File: src/rtl/sb_ctrl.sv
// Stream-buffer controller: looks up miss lines against the sb_cell tags and keeps the cells prefetching sequential lines.
// Optional hit/miss counters are enabled by defining SB_CTRL_STATS_EN.
`ifndef ADDR_WIDTH
`define ADDR_WIDTH 32
`endif
`ifndef DATA_WIDTH
`define DATA_WIDTH 32
`endif

module sb_ctrl #(
  parameter int NUM_CELLS          = 4,
  parameter int LINE_SIZE          = 4,
  parameter int BLOCK_OFFSET_WIDTH = 2,
  parameter int LINE_AW            = `ADDR_WIDTH - BLOCK_OFFSET_WIDTH - 2
) (
  input  logic                                        clk,
  input  logic                                        rst,
  input  logic                                        req_valid,
  output logic                                        req_ready,
  input  logic [LINE_AW-1:0]                          req_line_addr,
  output logic                                        resp_valid,
  output logic                                        resp_hit,
  output logic [LINE_SIZE*`DATA_WIDTH-1:0]            resp_data,
  output logic [NUM_CELLS-1:0]                        cell_enable,
  output logic [`ADDR_WIDTH-3:0]                      cell_addr,
  output logic [NUM_CELLS-1:0]                        cell_stale,
  input  logic [NUM_CELLS-1:0]                        cell_available,
  input  logic [NUM_CELLS-1:0]                        cell_idle,
  input  logic [NUM_CELLS*LINE_SIZE*`DATA_WIDTH-1:0]  cell_rdata
`ifdef SB_CTRL_STATS_EN
  ,
  output logic [31:0]                                 stat_hits,
  output logic [31:0]                                 stat_misses
`endif
);

  localparam int IDX_W  = $clog2(NUM_CELLS);
  localparam int LINE_W = LINE_SIZE * `DATA_WIDTH;

  typedef enum logic [1:0] {E_INVALID = 2'd0, E_FILL = 2'd1, E_VALID = 2'd2, E_DRAIN = 2'd3} ent_t;
  typedef enum logic [1:0] {S_IDLE = 2'd0, S_WAIT_FILL = 2'd1, S_FLUSH = 2'd2, S_ALLOC = 2'd3} state_t;

  state_t             state;
  ent_t               ent       [NUM_CELLS];
  logic [LINE_AW-1:0] tag       [NUM_CELLS];
  logic [LINE_W-1:0]  cell_line [NUM_CELLS];
  logic [LINE_AW-1:0] next_addr;
  logic [LINE_AW-1:0] miss_addr;
  logic [IDX_W-1:0]   alloc_idx;
  logic [IDX_W-1:0]   wait_idx;

  logic               accept;
  logic               match_found;
  logic               match_valid;
  logic [IDX_W-1:0]   match_idx;
  logic [IDX_W-1:0]   sel_idx;
  logic               do_hit;

  for (genvar g = 0; g < NUM_CELLS; g++) begin : g_line
    assign cell_line[g] = cell_rdata[g*LINE_W +: LINE_W];
  end

  // Readiness is a pure decode of the FSM state, forced low while reset is held.
  assign req_ready = (state == S_IDLE) && !rst;
  assign accept    = req_valid && req_ready;

  // Tag lookup over live entries; scanning downward lets the lowest index win.
  always_comb begin
    match_found = 1'b0;
    match_valid = 1'b0;
    match_idx   = '0;
    for (int i = NUM_CELLS - 1; i >= 0; i--) begin
      if ((ent[i] == E_VALID || ent[i] == E_FILL) && tag[i] == req_line_addr) begin
        match_found = 1'b1;
        match_valid = (ent[i] == E_VALID);
        match_idx   = IDX_W'(i);
      end else begin
        match_found = match_found;
      end
    end
  end

  // A hit is served either straight from IDLE or when the awaited cell completes.
  always_comb begin
    sel_idx = (state == S_WAIT_FILL) ? wait_idx : match_idx;
    if (state == S_IDLE) begin
      do_hit = accept && match_found && match_valid;
    end else if (state == S_WAIT_FILL) begin
      do_hit = cell_available[wait_idx] || (ent[wait_idx] == E_VALID);
    end else begin
      do_hit = 1'b0;
    end
  end

  // Controller FSM, per-cell entry tracking and all registered outputs.
  always_ff @(posedge clk or posedge rst) begin
    if (rst) begin
      state       <= S_IDLE;
      next_addr   <= '0;
      miss_addr   <= '0;
      alloc_idx   <= '0;
      wait_idx    <= '0;
      resp_valid  <= 1'b0;
      resp_hit    <= 1'b0;
      resp_data   <= '0;
      cell_enable <= '0;
      cell_addr   <= '0;
      cell_stale  <= '0;
      for (int i = 0; i < NUM_CELLS; i++) begin
        ent[i] <= E_INVALID;
        tag[i] <= '0;
      end
    end else begin
      resp_valid  <= 1'b0;
      resp_hit    <= 1'b0;
      cell_enable <= '0;
      cell_addr   <= '0;

      // Background completions; the FSM actions below take precedence on the same cell.
      for (int i = 0; i < NUM_CELLS; i++) begin
        case (ent[i])
          E_FILL:  if (cell_available[i]) ent[i] <= E_VALID;
          E_DRAIN: if (cell_idle[i]) begin
                     ent[i]        <= E_INVALID;
                     cell_stale[i] <= 1'b0;
                   end
          default: ;
        endcase
      end

      if (do_hit) begin
        resp_valid     <= 1'b1;
        resp_hit       <= 1'b1;
        resp_data      <= cell_line[sel_idx];
        cell_enable    <= {{(NUM_CELLS-1){1'b0}}, 1'b1} << sel_idx;
        cell_addr      <= {{BLOCK_OFFSET_WIDTH{1'b0}}, next_addr};
        tag[sel_idx]   <= next_addr;
        ent[sel_idx]   <= E_FILL;
        next_addr      <= next_addr + LINE_AW'(1);
      end

      case (state)
        S_IDLE: begin
          if (accept && !match_found) begin
            resp_valid <= 1'b1;
            resp_hit   <= 1'b0;
            miss_addr  <= req_line_addr;
            state      <= S_FLUSH;
          end else if (accept && !match_valid) begin
            wait_idx <= match_idx;
            state    <= S_WAIT_FILL;
          end
        end
        S_WAIT_FILL: begin
          if (do_hit) state <= S_IDLE;
        end
        S_FLUSH: begin
          for (int i = 0; i < NUM_CELLS; i++) begin
            if (ent[i] == E_FILL) begin
              ent[i]        <= E_DRAIN;
              cell_stale[i] <= 1'b1;
            end else if (ent[i] == E_VALID) begin
              ent[i] <= E_INVALID;
            end
          end
          next_addr <= miss_addr + LINE_AW'(1);
          alloc_idx <= '0;
          state     <= S_ALLOC;
        end
        S_ALLOC: begin
          if (ent[alloc_idx] == E_INVALID && cell_idle[alloc_idx]) begin
            cell_enable    <= {{(NUM_CELLS-1){1'b0}}, 1'b1} << alloc_idx;
            cell_addr      <= {{BLOCK_OFFSET_WIDTH{1'b0}}, next_addr};
            tag[alloc_idx] <= next_addr;
            ent[alloc_idx] <= E_FILL;
            next_addr      <= next_addr + LINE_AW'(1);
            alloc_idx      <= alloc_idx + IDX_W'(1);
            if (alloc_idx == IDX_W'(NUM_CELLS - 1)) state <= S_IDLE;
          end
        end
        default: state <= S_IDLE;
      endcase
    end
  end

`ifdef SB_CTRL_STATS_EN
  // Saturating response counters.
  always_ff @(posedge clk or posedge rst) begin
    if (rst) begin
      stat_hits   <= 32'd0;
      stat_misses <= 32'd0;
    end else begin
      if (resp_valid && resp_hit && !(&stat_hits)) stat_hits <= stat_hits + 32'd1;
      if (resp_valid && !resp_hit && !(&stat_misses)) stat_misses <= stat_misses + 32'd1;
    end
  end
`endif

endmodule
File: config.mk
export PLATFORM = sky130hd
export DESIGN_NAME = sb_ctrl
export DESIGN_NICKNAME = d
export VERILOG_FILES = /design/src/rtl/sb_ctrl.sv
export SDC_FILE = /design/constraint.sdc
export NUM_CORES = 1
export LEC_CHECK = 0
export ABC_AREA = 1
export CAP_MARGIN = 5
export CELL_PAD_IN_SITES_DETAIL_PLACEMENT = 2
export CELL_PAD_IN_SITES_GLOBAL_PLACEMENT = 2
export CORE_ASPECT_RATIO = 0.8
export CORE_UTILIZATION = 24
export DETAILED_ROUTE_END_ITERATION = 12
export PLACE_DENSITY = 0.9
export SETUP_SLACK_MARGIN = 0.5
export SYNTH_ARGS = -nofsm -noshare
export SYNTH_HDL_FRONTEND = slang
export SYNTH_SLANG_ARGS = --single-unit
File: constraint.sdc
create_clock -name clk -period 13.28 [get_ports clk]
set_clock_uncertainty 0.2 [all_clocks]
set_input_delay 1.992 -clock clk [delete_from_list [all_inputs] [get_ports clk]]
set_output_delay 1.992 -clock clk [all_outputs]
set_load 0.01 [all_outputs]
# [After elaboration in Yosys (flattened, before gate mapping)]
# Cells that the tools add are included.
[totals] inputBits=551 ff_bits=350 elab_cells=193 output_inout_bits=169
[classes] order_cmp=7 n_mux=99 reduce_logical=28 shifts=2 bitwise=10 add_sub_neg=3 n_eq_ne=25
[op_table] cell="112-bit two-way mux" n=3
[op_table] cell="128-bit binary-select mux with 2-bit select" n=1
[op_table] cell="128-bit two-way mux" n=2
[op_table] cell="112-bit bitwise mux" n=2
[op_table] cell="28-bit two-way mux" n=5
[op_table] cell="28-bit demux with 2-bit select" n=2
[op_table] cell="28-bit == test" n=4
[op_table] cell="2-bit two-way mux" n=33
[op_table] cell="30-bit two-way mux" n=2
[op_table] cell="28-bit by 1-bit adder with 28-bit output (second input constant)" n=2
[op_table] cell="28-bit case mux with 2 select lines" n=1
[op_table] cell="1-bit two-way mux" n=29
[op_table] cell="2-bit == test (second input constant)" n=12
[op_table] cell="2-bit case mux with 2 select lines" n=5
[op_table] cell="4-bit two-way mux" n=4
[op_table] cell="8-bit two-way mux" n=2
[op_table] cell="8-bit case mux with 2 select lines" n=1
[op_table] cell="1-bit logical AND" n=13
[op_table] cell="2-bit by 1-bit == test with 1-bit output (second input constant)" n=5
[op_table] cell="3-bit greater-or-equal comparator (second input constant)" n=3
[op_table] cell="2-bit NOT with 3-bit output" n=3
[op_table] cell="4-bit bitwise AND" n=2
[op_table] cell="2-bit binary-select mux with 2-bit select" n=2
[op_table] cell="2-bit demux with 2-bit select" n=2
[op_table] cell="other kinds (18)" n=34

# [Logic depth before layout (Yosys ltp)]
# Gate-level depths: netlist of the first run.
[depth] depth_word=19 ltp_mapped=23 depth_no_buf=21

# [Worst setup path after synthesis of the first run]
# No wires, ideal clock.
[synth_timing] path_type="input to output" start="input port rst" end="output port req_ready" required_time_ps=11088 cell_stages=1 slack_ps=8897 arrival_time_ps=2191 n_path_buf=0 cell_sequence="nor2_1"
[synth_between] elab_chain_len=2
[synth_lines] item="from (decl)" line_no="17" source="input logic rst,"
[synth_lines] item="1-bit zero test (no line)"
[synth_lines] item="1-bit logical AND" line_no="64" source="assign req_ready = (state == S_IDLE) && !rst;"
[synth_lines] item="to (decl)" line_no="19" source="output logic req_ready,"
# Every way passes these cells.

# [Worst setup path after layout of the first run]
[layout_timing] start="input port req_line_addr[19]" end="register resp_data[93]"
[layout_between] elab_chain_len=11 elab_cells_between_ends=28 cone_classes="4 x eq/ne; 17 x mux; 1 x bitwise; 6 x reduce/logical"
[layout_lines] item="from (decl)" line_no="20" source="input logic [LINE_AW-1:0] req_line_addr,"
[layout_lines] item="28-bit == test" line_no="73" source="if ((ent[i] == E_VALID || ent[i] == E_FILL) && tag[i] == req_line_addr) begin"
[layout_lines] item="1-bit logical AND" line_no="73"
[layout_lines] item="2-bit two-way mux (4 in series)" line_no="73"
[layout_lines] item="2-bit two-way mux" line_no="85" source="sel_idx = (state == S_WAIT_FILL) ? wait_idx : match_idx;"
[layout_lines] item="2-bit NOT with 3-bit output (not written as such)" line_no="134" source="resp_data <= cell_line[sel_idx];"
[layout_lines] item="128-bit binary-select mux with 2-bit select" line_no="134"
[layout_lines] item="128-bit two-way mux (not written as such) (2 in series)" line_no="134"
[layout_lines] item="to (signal assigned)" line_no="134"
[layout_lines] item="to (decl)" line_no="23" source="output logic [LINE_SIZE*`DATA_WIDTH-1:0] resp_data,"
# Several ways; a longest one is shown, not always the timed one. The select of a mux whose other input is x is not followed.
# A chain may end at the register's enable or synchronous reset.

==> results of run 1 <==
## power groups by stage
stage | sequential, µW | clock (µW) | combinational, µW
floorplan | 1890 | 0 | 2080
global placement | 2060 | 0 | 3610
detailed placement | 2070 | 0 | 3750
CTS | 2070 | 1430 | 3810
global route | 2120 | 1460 | 4160
finish | 2100 | 1400 | 3800
## state kept, by name (all words and copies together) (netlist names)
| name | count |
|---|---|
| alloc_idx | 2 |
| cell_addr | 28 |
| cell_enable | 4 |
| cell_stale | 4 |
| ent | 8 |
| miss_addr | 28 |
| next_addr | 28 |
| resp_data | 128 |
| resp_hit | 1 |
| resp_valid | 1 |
| state | 2 |
| tag | 112 |
| wait_idx | 2 |
## cell families after synthesis
logic type / synth area share (%)
and+or+nand+nor: 43.2
DFF: 38.8
other: 0.0167
buffers and inverters: 9.78
xor gates and xnor gates: 1.87
AOI/OAI and AO/OA: 5.26
adders and majority gates: 1.06
## synth_stat cells, drive strengths merged, types with 5 or more instances
| cell type | n | share of area [%] |
|---|---|---|
| nand2 | 2154 | 37 |
| dfrtp | 348 | 39 |
| inv | 317 | 5.3 |
| o21ai | 152 | 3.4 |
| buf | 150 | 4.0 |
| nor2 | 136 | 2.3 |
| nand3 | 128 | 2.9 |
| xor2 | 37 | 1.4 |
| a21oi | 30 | 0.67 |
| clkbuf | 24 | 0.40 |
| nor3 | 23 | 0.56 |
| ha | 19 | 1.1 |
| nand4 | 15 | 0.42 |
| o22ai | 13 | 0.36 |
| xnor2 | 11 | 0.43 |
| o21bai | 6 | 0.20 |
| or2 | 5 | 0.14 |
## stage by stage
step	util [%]	power, µW	cells
after floorplan	-	3970	3596
after global placement	33.0	5660	5373
after detailed placement	33.0	5830	5373
after CTS	34.8	7310	5455
after global routing	34.8	7750	5467
final	34.9	7290	5475
## worst min-delay path: stages, from the launching register on
cell and delay, ps:
dfrtp_1 340, nand2_1 60, nand2_1 60
## layer usage
layer / vias up / track usage (%) / part of all wire [%]
met4: 16 / 12.8 / 4.6
met3: 222 / 7.22 / 8.6
met2: 1015 / 45.4 / 44
met5: - / 0 / 0.076
li1: 12099 / - / -
met1: 13607 / 38.4 / 43
## worst paths after layout
| check | end | cells after the start |
|---|---|---|
| hold / removal | resp_data[88]$_DFFE_PP0N_ | 2 |
| setup / recovery | resp_data[93]$_DFFE_PP0N_ | 19 |
| hold reg to reg | resp_data[88]$_DFFE_PP0N_ | 2 |
| setup reg to reg | resp_data[26]$_DFFE_PP0N_ | 20 |
| max in group asynchronous | resp_data[21]$_DFFE_PP0N_ | 4 |
| min in group asynchronous | cell_enable[2]$_DFF_PP0_ | 2 |
## layout make-up
cell class | count | area (µm²)
diodes | 20 | 50.0
clock buffers | 57 | 1250
clock inverters | 25 | 397
fillers | 10990 | 59900
inverters | 318 | 1210
multi-input cells | 2756 | 11600
flip-flops and latches | 348 | 8710
well taps | 1212 | 1520
repair buffers | 739 | 7340
==> flow_metrics.env, run 1 <==
export IMPL_fin_crit_sh_pct=50.8
export IMPL_cpMostUsedCell="nand2_1"
export IMPL_crit_family="buffers and inverters"
export IMPL_hold_path_class="reg -> reg"
export IMPL_nets=4777
export IMPL_die_y_um=275
export IMPL_period_needed_ps=6740
export IMPL_p_per_area_nw_per_um2=228
export IMPL_vias_per_cell=4.92
export IMPL_switching_power_uw=3670
export IMPL_drtPass1Iterations=6
export IMPL_tightest_slew_ps=1030
export IMPL_p_int_uw=3620
export IMPL_ys_seq_area_share_pct=38.8
export IMPL_hpwlAfterDp_um=109000
export IMPL_power_share_clock_pct=19.2
export IMPL_io_buffer_count=717
export IMPL_synth_cells=3595
export IMPL_initial_core_util_pct=24.4
export IMPL_relSlewSlack_pct=31.1
export IMPL_gp_congestion=0.966
export IMPL_grt_max_degree=122
export IMPL_synthFlopType="dfrtp_1"
export IMPL_power_frac_comb_pct=52.1
export IMPL_worst_slack_ps=6540
export IMPL_path_buf_inv=5
export IMPL_antenna_found_initial=31
export IMPL_p_leak_uw=0.0166
export IMPL_slew_viol_final=0
export IMPL_synth_area_per_cell_um2=6.24
export IMPL_gr_usage_all_layers_pct=29.3
export IMPL_cp_start_kind="input pin"
export IMPL_min_from="resp_data[88]$_DFFE_PP0N_"
export IMPL_placedInstanceArea_um2=30300
export IMPL_pwr_share_seq_pct=28.7
export IMPL_grt_ovfl_total=0
export IMPL_layout_commonest_cell="nand2_1"
export IMPL_cts_hold_buf=0
export IMPL_cts_root_buf="clkbuf_16"
export IMPL_grt_pass1_wl_um=201000
export IMPL_fp_coreArea_um2=91900
export IMPL_dp_slack_ps=5980
export IMPL_outcome="completed"
export IMPL_vdd_drop_max_v=0.000151
export IMPL_critPathRequiredTime_ps=13620
export IMPL_max_freq_mhz=148
export IMPL_worstSetupStartpoint="req_line_addr[19]"
export IMPL_cts_htree_levels=2
export IMPL_vias=26959
export IMPL_synth_edff_count=0
export IMPL_cts_setup_buffers=0
export IMPL_drtIter0Drc=1860
export IMPL_synth_cell_types=50
export IMPL_arrival_ps=7090
export IMPL_hold_violations=0
export IMPL_setup_viol=0
export IMPL_cap_violations=0
export IMPL_finalWirelength_um=142000
export IMPL_ant_nets=0
export IMPL_rrSetupSlack_ps=7830
export IMPL_cpPeakStageDelay_ps=700
export IMPL_cts_max_path_buffers=3
export IMPL_synth_seq_cells=348
export IMPL_drc_errors=0
export IMPL_drive_gt1_share_pct=3.89
export IMPL_synthArstFlopShare_pct=100
export IMPL_cts_buffers=44
export IMPL_areaGrowthSynthToFinish_pct=42.9
export IMPL_crit_fanout=121
export IMPL_syn_area_um2=22400
export IMPL_finalInstanceArea_um2=32000
export IMPL_clk_pin_slew_worst_paths_ps=70
export IMPL_grt_pass1_vias=28868
export IMPL_yosys_warnings=0
export IMPL_cts_tree="yes"
export IMPL_rsz0062_at_grt="no"
export IMPL_reg2reg_from="ent[0]$_DFF_PP0_"
export IMPL_chipWidth_um=344
export IMPL_slowest_stage="clkdlybuf4s50_1"
export IMPL_fp_row_count=99
export IMPL_io_pins=720
export IMPL_final_setup_tns_ps=0
export IMPL_clk_latency_ps=630
export IMPL_die_area_um2=94700
export IMPL_endpoint_kind="flip-flop"
export IMPL_p_sw_share_pct=50.3
export IMPL_post_drt_wl_per_cell_um=25.9
export IMPL_path_class="in -> reg"
export IMPL_hold_ws_ps=282
export IMPL_clock_sinks=348
export IMPL_path_cells="clkdlybuf4s50_1 > inv_2 > nand2_1 > nand2_1 > nor2_1 > nand3_1 > nor2_1 > nand2_1 > nor2_1 > nor2_1 > nand2_2 > nand2_2 > nand2_4 > nand2_8 > buf_4 > inv_6 > buf_4 > nand2_1 > nand2_1"
export IMPL_post_cts_resized=0
export IMPL_layout_common_cells="2139 x nand2_1, 717 x clkdlybuf4s50_1, 348 x dfrtp_1"
(Power assumes the default switching activity.)
==> run 2: changes to the inputs <==
Settings changed: CORE_UTILIZATION 24 to 22, PLACE_DENSITY 0.9 to 0.87.
Clock period 13.28 ns to 5.88 ns, I/O delays scaled along.
==> flow_metrics.env, run 2 (synthesis gave the netlist of run 1 again) <==
export IMPL_drc_errors=0
export IMPL_cp_start_kind="input pin"
export IMPL_grt_max_degree=135
export IMPL_io_pins=720
export IMPL_tightest_slew_ps=986
export IMPL_critPathRequiredTime_ps=6210
export IMPL_reg2reg_from="ent[0]$_DFF_PP0_"
export IMPL_placedInstanceArea_um2=30700
export IMPL_cap_violations=0
export IMPL_met1_usage_pct=34.9
export IMPL_vdd_drop_max_v=0.000240
export IMPL_final_setup_tns_ps=0
export IMPL_clk_pin_slew_worst_paths_ps=60
export IMPL_post_drt_wl_per_cell_um=25.2
export IMPL_drtPass1Iterations=5
export IMPL_cts_max_path_buffers=3
export IMPL_cts_buffers=45
export IMPL_path_class="in -> reg"
export IMPL_clock_sinks=348
export IMPL_final_util_pct=32.0
export IMPL_top_register="resp_data"
export IMPL_largest_reg_flops=128
export IMPL_r2r_cells=19
export IMPL_fin_crit_sh_pct=76.7
export IMPL_relSlewSlack_pct=34.2
export IMPL_io_buffer_count=717
export IMPL_cts_htree_levels=2
export IMPL_grt_pass1_vias=28731
export IMPL_p_leak_uw=0.0166
export IMPL_hpwlAfterDp_um=110000
export IMPL_clk_latency_ps=630
export IMPL_hold_path_class="reg -> reg"
export IMPL_finalInstanceArea_um2=32300
export IMPL_top_regs="resp_data x128, tag x112"
export IMPL_cts_setup_buffers=0
export IMPL_crit_fanout=61
export IMPL_hold_ws_ps=282
export IMPL_grtUsageMet2_pct=44.4
export IMPL_vias_per_cell=4.77
export IMPL_grt_pass1_wl_um=204000
export IMPL_arrival_ps=4840
export IMPL_cts_root_buf="clkbuf_16"
export IMPL_period_needed_ps=4510
export IMPL_grt_busiest_layer="met2"
export IMPL_multi_input_area_um2=11600
export IMPL_fill_cells=12088
export IMPL_finalWirelength_um=141000
export IMPL_setup_viol=0
export IMPL_ant_nets=0
export IMPL_hold_violations=0
export IMPL_worst_slack_ps=1370
export IMPL_p_per_area_nw_per_um2=505
export IMPL_areaGrowthSynthToFinish_pct=44.2
export IMPL_rrSetupSlack_ps=1680
export IMPL_cts_hold_buf=0
export IMPL_die_y_um=288
export IMPL_antenna_found_initial=29
export IMPL_layout_common_cells="2139 x nand2_1, 717 x clkdlybuf4s50_1, 348 x dfrtp_1"
export IMPL_fp_coreArea_um2=101000
export IMPL_post_cts_resized=0
export IMPL_dp_slack_ps=904
export IMPL_gp_congestion=0.974
export IMPL_max_freq_mhz=222
export IMPL_chipWidth_um=359
export IMPL_gr_usage_all_layers_pct=26.9
export IMPL_use_met3_pct=5.12
export IMPL_vias=26687
export IMPL_endpoint_kind="flip-flop"
export IMPL_rsz0062_at_grt="no"
export IMPL_slew_viol_final=0
export IMPL_outcome="completed"
export IMPL_cts_tree="yes"
export IMPL_timing_rr_end="resp_data[5]$_DFFE_PP0N_"
export IMPL_initial_core_util_pct=22.2
export IMPL_fp_row_count=104
export IMPL_worstSetupStartpoint="req_line_addr[13]"
export IMPL_crit_end="resp_data[5]$_DFFE_PP0N_"
export IMPL_die_area_um2=103000
export IMPL_nets=4789
export IMPL_drtIter0Drc=1997
export IMPL_layout_commonest_cell="nand2_1"
export IMPL_register_area_um2=8710
export IMPL_grt_ovfl_total=0
export IMPL_drive_gt1_share_pct=4.06
-- run 2: cell count changes in the layout (fill, tap and decap cells not counted) --
cell        before  now
clkbuf_1         3    8
bufinv_16        8    4
inv_6            3    2
inv_16           2    1
clkbuf_16       44   45
buf_12           0   12
buf_4           22   21
clkinvlp_4       2    3
diode_2         20   19
inv_8            2    1
clkinv_8         0    1
clkinv_2         9   10
-- run 2: metal layers --
metal / share of wire, % / wire, µm
met1: 43 / 61300
met5: 0.021 / 30
met2: 46 / 65300
met4: 3.5 / 5010
met3: 6.7 / 9510
-- run 2: metrics by stage --
stage                     std cells  power (µW)
after CTS                      5581       16400
after global placement         5497       12900
after detailed placement       5497       13300
final                          5600       16300
after floorplan                3596        8960
after global routing           5596       17400
-- run 2: how the worst min path moves through the flow --
stage / start / endpoint / slack, ps / depth (start not counted)
global route: resp_data[33]$_DFFE_PP0N_ / resp_data[33]$_DFFE_PP0N_ / 300 / 2
detailed placement: resp_data[102]$_DFFE_PP0N_ / resp_data[102]$_DFFE_PP0N_ / 270 / 2
finish: resp_data[84]$_DFFE_PP0N_ / resp_data[84]$_DFFE_PP0N_ / 280 / 2
floorplan: miss_addr[21]$_DFFE_PP0P_ / miss_addr[21]$_DFFE_PP0P_ / 250 / 2
CTS: resp_data[33]$_DFFE_PP0N_ / resp_data[33]$_DFFE_PP0N_ / 290 / 2
global placement: resp_data[125]$_DFFE_PP0N_ / resp_data[125]$_DFFE_PP0N_ / 260 / 2
-- run 2: area by class of cell --
cell class	instances	share of cell area, %
timing repair buffer	750	23.4
clock inverter	21	0.832
clock buffer	63	4.00
inverter	318	3.74
tap	1325	5.13
sequential	348	26.9
antenna	19	0.147
multi-input combinational	2756	35.8
-- run 2: power by group --
group,internal (µW),switching [µW],total [µW]
Combinational,2910,5610,8520
Clock,1730,1290,3020
Sequential,3470,1310,4770
-- run 2: worst max-delay path, stage by stage --
cell	delay [ps]
clkdlybuf4s50_1	660
inv_1	260
nand2_1	130
o21ai_0	90
nor2_1	120
nand2_1	130
nor2_1	220
nand2_1	130
nor2_1	160
nand2_1	80
nand2_1	100
nand3_2	130
nand2_8	320
buf_4	620
nand2_1	100
nand2_1	140
nand2_1	100
nand2_1	170
nand2_1	70
nand2_1	80
